File: src/rtl/rf_write_arbiter_pkg.sv
// Shared sizes, requester indices and the write-request type for the
// register-file write-port arbiter.
package rf_write_arbiter_pkg;

  localparam int NREG = 32;
  localparam int AW   = 5;
  localparam int DW   = 32;

  localparam logic REQ_A = 1'b0;
  localparam logic REQ_B = 1'b1;

  typedef struct packed {
    logic          valid;
    logic [AW-1:0] wn;
    logic [DW-1:0] wd;
  } wr_req_t;

  // One-hot register mask; used for scoreboard set/clear vectors.
  function automatic logic [NREG-1:0] reg_onehot(input logic [AW-1:0] wn);
    return NREG'(1) << wn;
  endfunction

endpackage

File: src/rtl/rf_write_arbiter_if.sv
// Bundle of requester handshakes, issue tracking, rf write port and busy map.
interface rf_write_arbiter_if
  import rf_write_arbiter_pkg::*;
  ();

  logic            a_valid;
  logic            a_ready;
  logic [AW-1:0]   a_wn;
  logic [DW-1:0]   a_wd;

  logic            b_valid;
  logic            b_ready;
  logic [AW-1:0]   b_wn;
  logic [DW-1:0]   b_wd;

  logic            issue_valid;
  logic [AW-1:0]   issue_wn;

  logic            rf_w;
  logic [AW-1:0]   rf_wn;
  logic [DW-1:0]   rf_wd;

  logic [NREG-1:0] busy;

  modport slave (
    input  a_valid, a_wn, a_wd,
    input  b_valid, b_wn, b_wd,
    input  issue_valid, issue_wn,
    output a_ready, b_ready,
    output rf_w, rf_wn, rf_wd,
    output busy
  );

  modport master (
    output a_valid, a_wn, a_wd,
    output b_valid, b_wn, b_wd,
    output issue_valid, issue_wn,
    input  a_ready, b_ready,
    input  rf_w, rf_wn, rf_wd,
    input  busy
  );

endinterface

File: src/rtl/rf_write_arbiter_rr_arb2.sv
// Two-way round-robin arbiter; the pointer names the side preferred on a tie
// and flips to the loser after every grant.
module rr_arb2
  import rf_write_arbiter_pkg::*;
  (
    input  logic       clk,
    input  logic       rst,
    input  logic [1:0] req,
    output logic [1:0] grant
  );

  logic ptr_reg;

  // Grants are suppressed while reset is asserted so nothing is accepted
  // that could never be written.
  always_comb begin
    grant        = 2'b00;
    grant[REQ_A] = !rst && req[REQ_A] && (!req[REQ_B] || ptr_reg == REQ_A);
    grant[REQ_B] = !rst && req[REQ_B] && (!req[REQ_A] || ptr_reg == REQ_B);
  end

  always_ff @(posedge clk or posedge rst) begin
    if (rst) begin
      ptr_reg <= REQ_A;
    end else if (grant[REQ_A]) begin
      ptr_reg <= REQ_B;
    end else if (grant[REQ_B]) begin
      ptr_reg <= REQ_A;
    end
  end

endmodule

File: src/rtl/rf_write_arbiter.sv
// Arbitrates the single rf write port between the WB stage (A) and the
// long-latency unit (B), and tracks registers with outstanding B writes.
module rf_write_arbiter
  import rf_write_arbiter_pkg::*;
  (
    input  logic         clk,
    input  logic         rst,
    rf_write_arbiter_if.slave bus
  );

  logic [1:0]      req;
  logic [1:0]      grant;
  wr_req_t         req_a;
  wr_req_t         req_b;
  wr_req_t         win;

  logic            rf_w_reg;
  logic [AW-1:0]   rf_wn_reg;
  logic [DW-1:0]   rf_wd_reg;

  logic [NREG-1:0] busy_reg;
  logic [NREG-1:0] busy_next;
  logic [NREG-1:0] set_mask;
  logic [NREG-1:0] clr_mask;

  assign req_a = '{valid: bus.a_valid, wn: bus.a_wn, wd: bus.a_wd};
  assign req_b = '{valid: bus.b_valid, wn: bus.b_wn, wd: bus.b_wd};

  always_comb begin
    req        = 2'b00;
    req[REQ_A] = req_a.valid;
    req[REQ_B] = req_b.valid;
  end

  rr_arb2 u_arb (
    .clk   (clk),
    .rst   (rst),
    .req   (req),
    .grant (grant)
  );

  assign bus.a_ready = grant[REQ_A];
  assign bus.b_ready = grant[REQ_B];

  always_comb begin
    win = '0;
    if (grant[REQ_A]) begin
      win = req_a;
    end else if (grant[REQ_B]) begin
      win = req_b;
    end
  end

  // A grant to r0 still uses the slot but must not raise the write enable.
  always_ff @(posedge clk or posedge rst) begin
    if (rst) begin
      rf_w_reg  <= 1'b0;
      rf_wn_reg <= '0;
      rf_wd_reg <= '0;
    end else begin
      rf_w_reg <= win.valid && (win.wn != '0);
      if (win.valid) begin
        rf_wn_reg <= win.wn;
        rf_wd_reg <= win.wd;
      end
    end
  end

  assign set_mask = bus.issue_valid ? reg_onehot(bus.issue_wn) : '0;
  assign clr_mask = grant[REQ_B]    ? reg_onehot(bus.b_wn)     : '0;

  // A new issue outranks a completing write to the same register.
  generate
    for (genvar gi = 0; gi < NREG; gi++) begin : g_busy
      if (gi == 0) begin : g_zero
        assign busy_next[gi] = 1'b0;
      end else begin : g_reg
        assign busy_next[gi] = set_mask[gi] | (busy_reg[gi] & ~clr_mask[gi]);
      end
    end
  endgenerate

  always_ff @(posedge clk or posedge rst) begin
    if (rst) begin
      busy_reg <= '0;
    end else begin
      busy_reg <= busy_next;
    end
  end

  assign bus.rf_w  = rf_w_reg;
  assign bus.rf_wn = rf_wn_reg;
  assign bus.rf_wd = rf_wd_reg;
  assign bus.busy  = busy_reg;

endmodule

File: src/flat_wrapper.sv
// flat-port wrapper written by rule: the top's interface ports become plain ports
module rf_write_arbiter_flat import rf_write_arbiter_pkg::*;
  (clk, rst, bus_a_valid, bus_a_wn, bus_a_wd, bus_b_valid, bus_b_wn, bus_b_wd, bus_issue_valid, bus_issue_wn, bus_a_ready, bus_b_ready, bus_rf_w, bus_rf_wn, bus_rf_wd, bus_busy);
  rf_write_arbiter_if bus_i ();
  input  logic clk;
  input  logic rst;
  input wire logic [$bits(bus_i.a_valid)-1:0] bus_a_valid;
  input wire logic [$bits(bus_i.a_wn)-1:0] bus_a_wn;
  input wire logic [$bits(bus_i.a_wd)-1:0] bus_a_wd;
  input wire logic [$bits(bus_i.b_valid)-1:0] bus_b_valid;
  input wire logic [$bits(bus_i.b_wn)-1:0] bus_b_wn;
  input wire logic [$bits(bus_i.b_wd)-1:0] bus_b_wd;
  input wire logic [$bits(bus_i.issue_valid)-1:0] bus_issue_valid;
  input wire logic [$bits(bus_i.issue_wn)-1:0] bus_issue_wn;
  output wire logic [$bits(bus_i.a_ready)-1:0] bus_a_ready;
  output wire logic [$bits(bus_i.b_ready)-1:0] bus_b_ready;
  output wire logic [$bits(bus_i.rf_w)-1:0] bus_rf_w;
  output wire logic [$bits(bus_i.rf_wn)-1:0] bus_rf_wn;
  output wire logic [$bits(bus_i.rf_wd)-1:0] bus_rf_wd;
  output wire logic [$bits(bus_i.busy)-1:0] bus_busy;
  assign bus_i.a_valid = bus_a_valid;
  assign bus_i.a_wn = bus_a_wn;
  assign bus_i.a_wd = bus_a_wd;
  assign bus_i.b_valid = bus_b_valid;
  assign bus_i.b_wn = bus_b_wn;
  assign bus_i.b_wd = bus_b_wd;
  assign bus_i.issue_valid = bus_issue_valid;
  assign bus_i.issue_wn = bus_issue_wn;
  assign bus_a_ready = bus_i.a_ready;
  assign bus_b_ready = bus_i.b_ready;
  assign bus_rf_w = bus_i.rf_w;
  assign bus_rf_wn = bus_i.rf_wn;
  assign bus_rf_wd = bus_i.rf_wd;
  assign bus_busy = bus_i.busy;
  rf_write_arbiter u_core (.clk(clk), .rst(rst), .bus(bus_i));
endmodule
File: config.mk
export PLATFORM = sky130hd
export DESIGN_NAME = rf_write_arbiter_flat
export DESIGN_NICKNAME = d
export VERILOG_FILES = /design/src/rtl/rf_write_arbiter_pkg.sv /design/src/rtl/rf_write_arbiter_if.sv /design/src/rtl/rf_write_arbiter_rr_arb2.sv /design/src/rtl/rf_write_arbiter.sv /design/src/flat_wrapper.sv
export SDC_FILE = /design/constraint.sdc
export NUM_CORES = 1
export LEC_CHECK = 0
export ABC_AREA = 0
export CAP_MARGIN = 40
export CORE_MARGIN = 2
export CORE_UTILIZATION = 37
export CTS_BUF_LIST = sky130_fd_sc_hd__clkbuf_2
export CTS_CLUSTER_SIZE = 25
export DETAILED_ROUTE_END_ITERATION = 10
export PLACE_DENSITY = 0.81
export SETUP_SLACK_MARGIN = 0.5
export SYNTH_ARGS = -nofsm -noshare
export SYNTH_HDL_FRONTEND = slang
export SYNTH_SLANG_ARGS = --single-unit
File: constraint.sdc
create_clock -name clk -period 4.3 [get_ports clk]
set_input_delay 1.075 -clock clk [delete_from_list [all_inputs] [get_ports clk]]
set_output_delay 1.075 -clock clk [all_outputs]
set_load 0.05 [all_outputs]
# [Word level (Yosys, flattened, before mapping)]
# Cells that the tools add are included.
[op_classes] n_bitwise=94 n_eq_ne=0 magnitude_cmp=0 multipliers=0 div_mod_pow=0 n_addsub=0 reduce_logical=12 n_mux=6 shift=2
[op_table] cell="$mux W38" count=2
[op_table] cell="$mux W32" count=2
[op_table] cell="$shl A1 B5 Y32 const A" count=2
[op_table] cell="$not A1 Y1" count=32
[op_table] cell="$and A1 B1 Y1" count=31
[op_table] cell="$or A1 B1 Y1" count=31
[op_table] cell="$logic_and A1 B1 Y1" count=5
[op_table] cell="$reduce_bool A5 Y1" count=1
[op_table] cell="$logic_not A1 Y1" count=3
[op_table] cell="$logic_or A1 B1 Y1" count=2
[op_table] cell="$mux W1" count=2
[op_table] cell="$reduce_bool A2 Y1" count=1
[totals] ff_bits=70 input_bits=84 latchBits=0 ramBits=0 romBits=0 output_inout_bits=72 memories=0

# [Longest topological paths before layout]
[logic_depth] word_depth=7 ltp_mapped=7

# [Hierarchy]
# From an unflattened synthesis, not the netlist that was laid out.
[hier_totals] cells_unflattened=272 area_unflattened_um2=3266.9
[modules_own_cells] mod="rf_write_arbiter" cells_per_inst=264 instances=1 area_each_um2=3195.6
[modules_own_cells] mod="rr_arb2" cells_per_inst=8 instances=1 area_each_um2=71.3

# [Worst setup path before layout]
# No wires, ideal clock.
[synth_path] path_kind="input to output" startpoint="input rst" endpoint="output bus_a_ready" arrival_time_ns=3.474 stages=5 required_ns=3.225 slack_ns=-0.249 path_buffers=3 path_cell_list="buf_4 > inv_1 > and2_1 > buf_4 > buf_2"
[synth_between] elab_chain_len=3
[synth_rtl] item="from (decl)" line="flat_wrapper.sv:6" source="input logic rst;"
[synth_rtl] item="$logic_not A1 Y1 (no source line)"
[synth_rtl] item="$logic_and A1 B1 Y1 (2 in a row)" line="rf_write_arbiter_rr_arb2.sv:18" source="grant[REQ_A] = !rst && req[REQ_A] && (!req[REQ_B] || ptr_reg == REQ_A);"
[synth_rtl] item="to (decl)" line="flat_wrapper.sv:15" source="output wire logic [$bits(bus_i.a_ready)-1:0] bus_a_ready;"
# Every way passes these cells.

# [Final worst setup path]
[layout_path] startpoint="input bus_b_valid" endpoint="output bus_b_ready"
[layout_between] elab_chain_len=2
[layout_rtl] item="from (decl)" line="flat_wrapper.sv:10" source="input wire logic [$bits(bus_i.b_valid)-1:0] bus_b_valid;"
[layout_rtl] item="$logic_and A1 B1 Y1 (2 in a row)" line="rf_write_arbiter_rr_arb2.sv:19" source="grant[REQ_B] = !rst && req[REQ_B] && (!req[REQ_A] || ptr_reg == REQ_B);"
[layout_rtl] item="to (decl)" line="flat_wrapper.sv:16" source="output wire logic [$bits(bus_i.b_ready)-1:0] bus_b_ready;"
# Every way passes these cells.

==> reports/qor.txt <==
Die X - 94.8 um
antenna violations before repair - 0
Synth Area in Compound Gates - 22.0%
GPL Wtd Cong - 0.917
area delta synth->final - 56.0%
Flop pwr share - 39.3%
synth unique cells - 32
Main synth FF type - dfrtp_1
r2r setup slk - 2.50 ns
DRC - 0
number of port buffers - 154
Synth Area in Simple Gates - 9.47%
area share of fa/ha/maj cells after synthesis - 0%
CTS buffer count - 9
Post-synth EDFFs - 0
n_diodes - 0
Largest register FFs - 32
max-slew violations - 0
clock slew at reported path FFs - 0.17 ns
Combinational Power Share - 47.0%
Mapped Cells - 285
TritonCTS clock tree - built
CORE AREA - 8090 um^2
maximum VDD drop - 0.314 mV
reg2reg path depth - 5
Setup Buffers After CTS - 0
Die Height - 94.8 um
syn nets - 369
drt initial violations - 171
Slew headroom - 45.5%
mean post-synth cell area - 10.7 um^2
CP top delay family - buffers and inverters
Max Cap Violations - 0
CP Data Required Time - 3.22 ns
leak pwr - 1.97 nW
Fin Setup TNS - 0 ns
CP arrival - 2.58 ns
Final #Nets - 520
Sw Pwr - 0.974 mW
Fmax - 274 MHz
Synth top cells by count - dfrtp_1 (70), o21ai_0 (69), nand2_1 (23)
Initial Utilization - 37.7%
Startpoint Class - input port
placed cell count - 530
layout cells sized above 1 - 5.90%
via/cell ratio - 5.35
Pre-antenna DRT Iters - 6
crit-path max FO - 19
final cell count without fillers - 546
Final Setup Violations - 0
WL/cell - 17.4 um
Min-Delay Path Class - flop to flop
total gr overflow - 0
ys async rst share - 100%
fin crit share - 85.0%
Ports - 156
Final Skew - 0.0326 ns
GRT Total Usage - 20.6%
worst-margin pin slew - 0.815 ns
DR vias - 2922
CTS hold repair buffers - 0
largest family of logic cells by synthesized area - compound AO/OA/AOI/OAI gates
Reg-to-Reg Start - u_core.u_arb.ptr_reg
CTS max path bufs - 2
Setup CP Type - input port to output port
clock sinks - 70
global-route wire length before repair - 14100 um
Worst Setup SP - bus_b_valid
Mapped Area - 3050 um^2
Util after Layout - 58.8%
Worst Setup EP - bus_b_ready
H-tree depth - 3
cell with the most instances after synthesis - dfrtp_1
Post-CTS Resized - 0
slowest cell delay on critical path - 0.71 ns
worst hold stages - 2
slowest CP cell - clkdlybuf4s50_1
buffer and inverter count on the worst path - 2
Synth top area share - 57.4%
dpl hpwl - 7000 um
Yosys top cell by area - dfrtp_1
reg2reg end - u_core.bus.rf_wd[14]
multiplexer share of the synthesized area - 4.59%
Clock power frac - 13.7%
root buffer cell - clkbuf_2
xor-xnor portion of the synthesized cell area - 0%
clk_lat worst skew - 0.48 ns
RSZ-0062 raised after global routing - no
number of global-route vias before repair - 2867
cell depth of the worst setup path - 4
fin crit period - 3.65 ns
final hold violation count - 0
nature of the critical path endpoint - output port
CP Cell Sequence - clkdlybuf4s50_1 -> nor2b_4 -> and2_4 -> buf_12
Area contributors post-synth - dfrtp_1 (57%), o21ai_0 (11%), a222oi_1 (5.9%)
FP Rows - 33
status - complete, no violations
post-route ant nets - 0
Pint - 1.21 mW
Die Area - 8990 um^2
sw frac - 44.5%
Routed WL - 9490 um
Synth Warn # - 0
largest net degree at the start of global routing - 42
pwr dens - 459 nW/um^2
Seq/Total Area, Yosys - 57.4%
register bit total from synthesis - 70
-- kinds of logic after synthesis --
logic type | Yosys count
AO/OA/AOI/OAI | 109
buffers and inverters | 38
flip-flops | 70
multiplexers | 14
other | 1
AND/OR/NAND/NOR | 53
-- tightest hold or removal path, cell delays in order (launching register included) --
cell	delay, ns
dfrtp_1	0.37
nand2_1	0.04
o21ai_0	0.06
-- stage by stage --
stage	power [mW]	setup WS (ns)	area [um^2]	hold slack [ns]
after detailed placement	1.90	0.675	4670	0.472
after floorplan	1.49	0.296	3090	0.545
final	2.19	0.646	4760	0.500
after global placement	1.88	0.718	4650	0.465
after global routing	2.29	0.615	4760	0.535
after CTS	2.20	0.675	4760	0.509
-- routing by layer --
metal	wire length (um)	track usage, %	part of all wire (%)	up-vias
met3	1060	6.54	11	15
met1	3660	23.1	39	1406
li1	-	-	-	1345
met5	0	0	0	-
met4	153	8.09	1.6	0
met2	4620	36.1	49	156
-- how the worst min path moves through the flow --
stage,from,endpoint,slack [ns]
final,u_core.bus.rf_wd[13],u_core.bus.rf_wd[13],0.50
after global placement,u_core.bus.rf_wd[13],u_core.bus.rf_wd[13],0.46
after detailed placement,u_core.bus.rf_wd[13],u_core.bus.rf_wd[13],0.47
after global routing,u_core.bus.rf_wn[3],u_core.bus.rf_wn[3],0.54
after floorplan,u_core.u_arb.ptr_reg,u_core.u_arb.ptr_reg,0.54
after CTS,u_core.bus.rf_wd[13],u_core.bus.rf_wd[13],0.51
-- layout by cell type, fill, tap and decap left out, drive strengths merged --
master           n
a21boi           1
a21o             1
a21oi            2
a222oi          18
a32oi            5
and2             2
buf              6
clkbuf           9
clkdlybuf4s50  152
clkinv           5
clkinvlp         3
conb             1
dfrtp           70
inv             19
mux2i           14
nand2           23
nand2b           3
nand3            5
nand3b           3
nand4            2
nand4b           2
nand4bb          1
nor2             3
nor2b            4
o21ai           81
o22ai            1
or2              1
or3              2
or3b             2
-- power groups by stage --
stage	Combinational (mW)	Clock [mW]	Sequential, mW
final	1.03	0.299	0.859
after CTS	1.03	0.310	0.857
after floorplan	0.181	0	1.31
after detailed placement	1.03	0	0.868
after global routing	1.08	0.341	0.874
after global placement	1.01	0	0.863
-- layout make-up --
type / instances / area [um^2]
sequential: 70 / 1750
tap: 105 / 131
clock inverter: 7 / 41.3
clock buffer: 9 / 45.0
multi-input combinational: 177 / 1120
inverter: 20 / 78.8
fill: 693 / 3330
timing repair buffer: 158 / 1590
No activity file was read; power rests on OpenSTA's default activity.
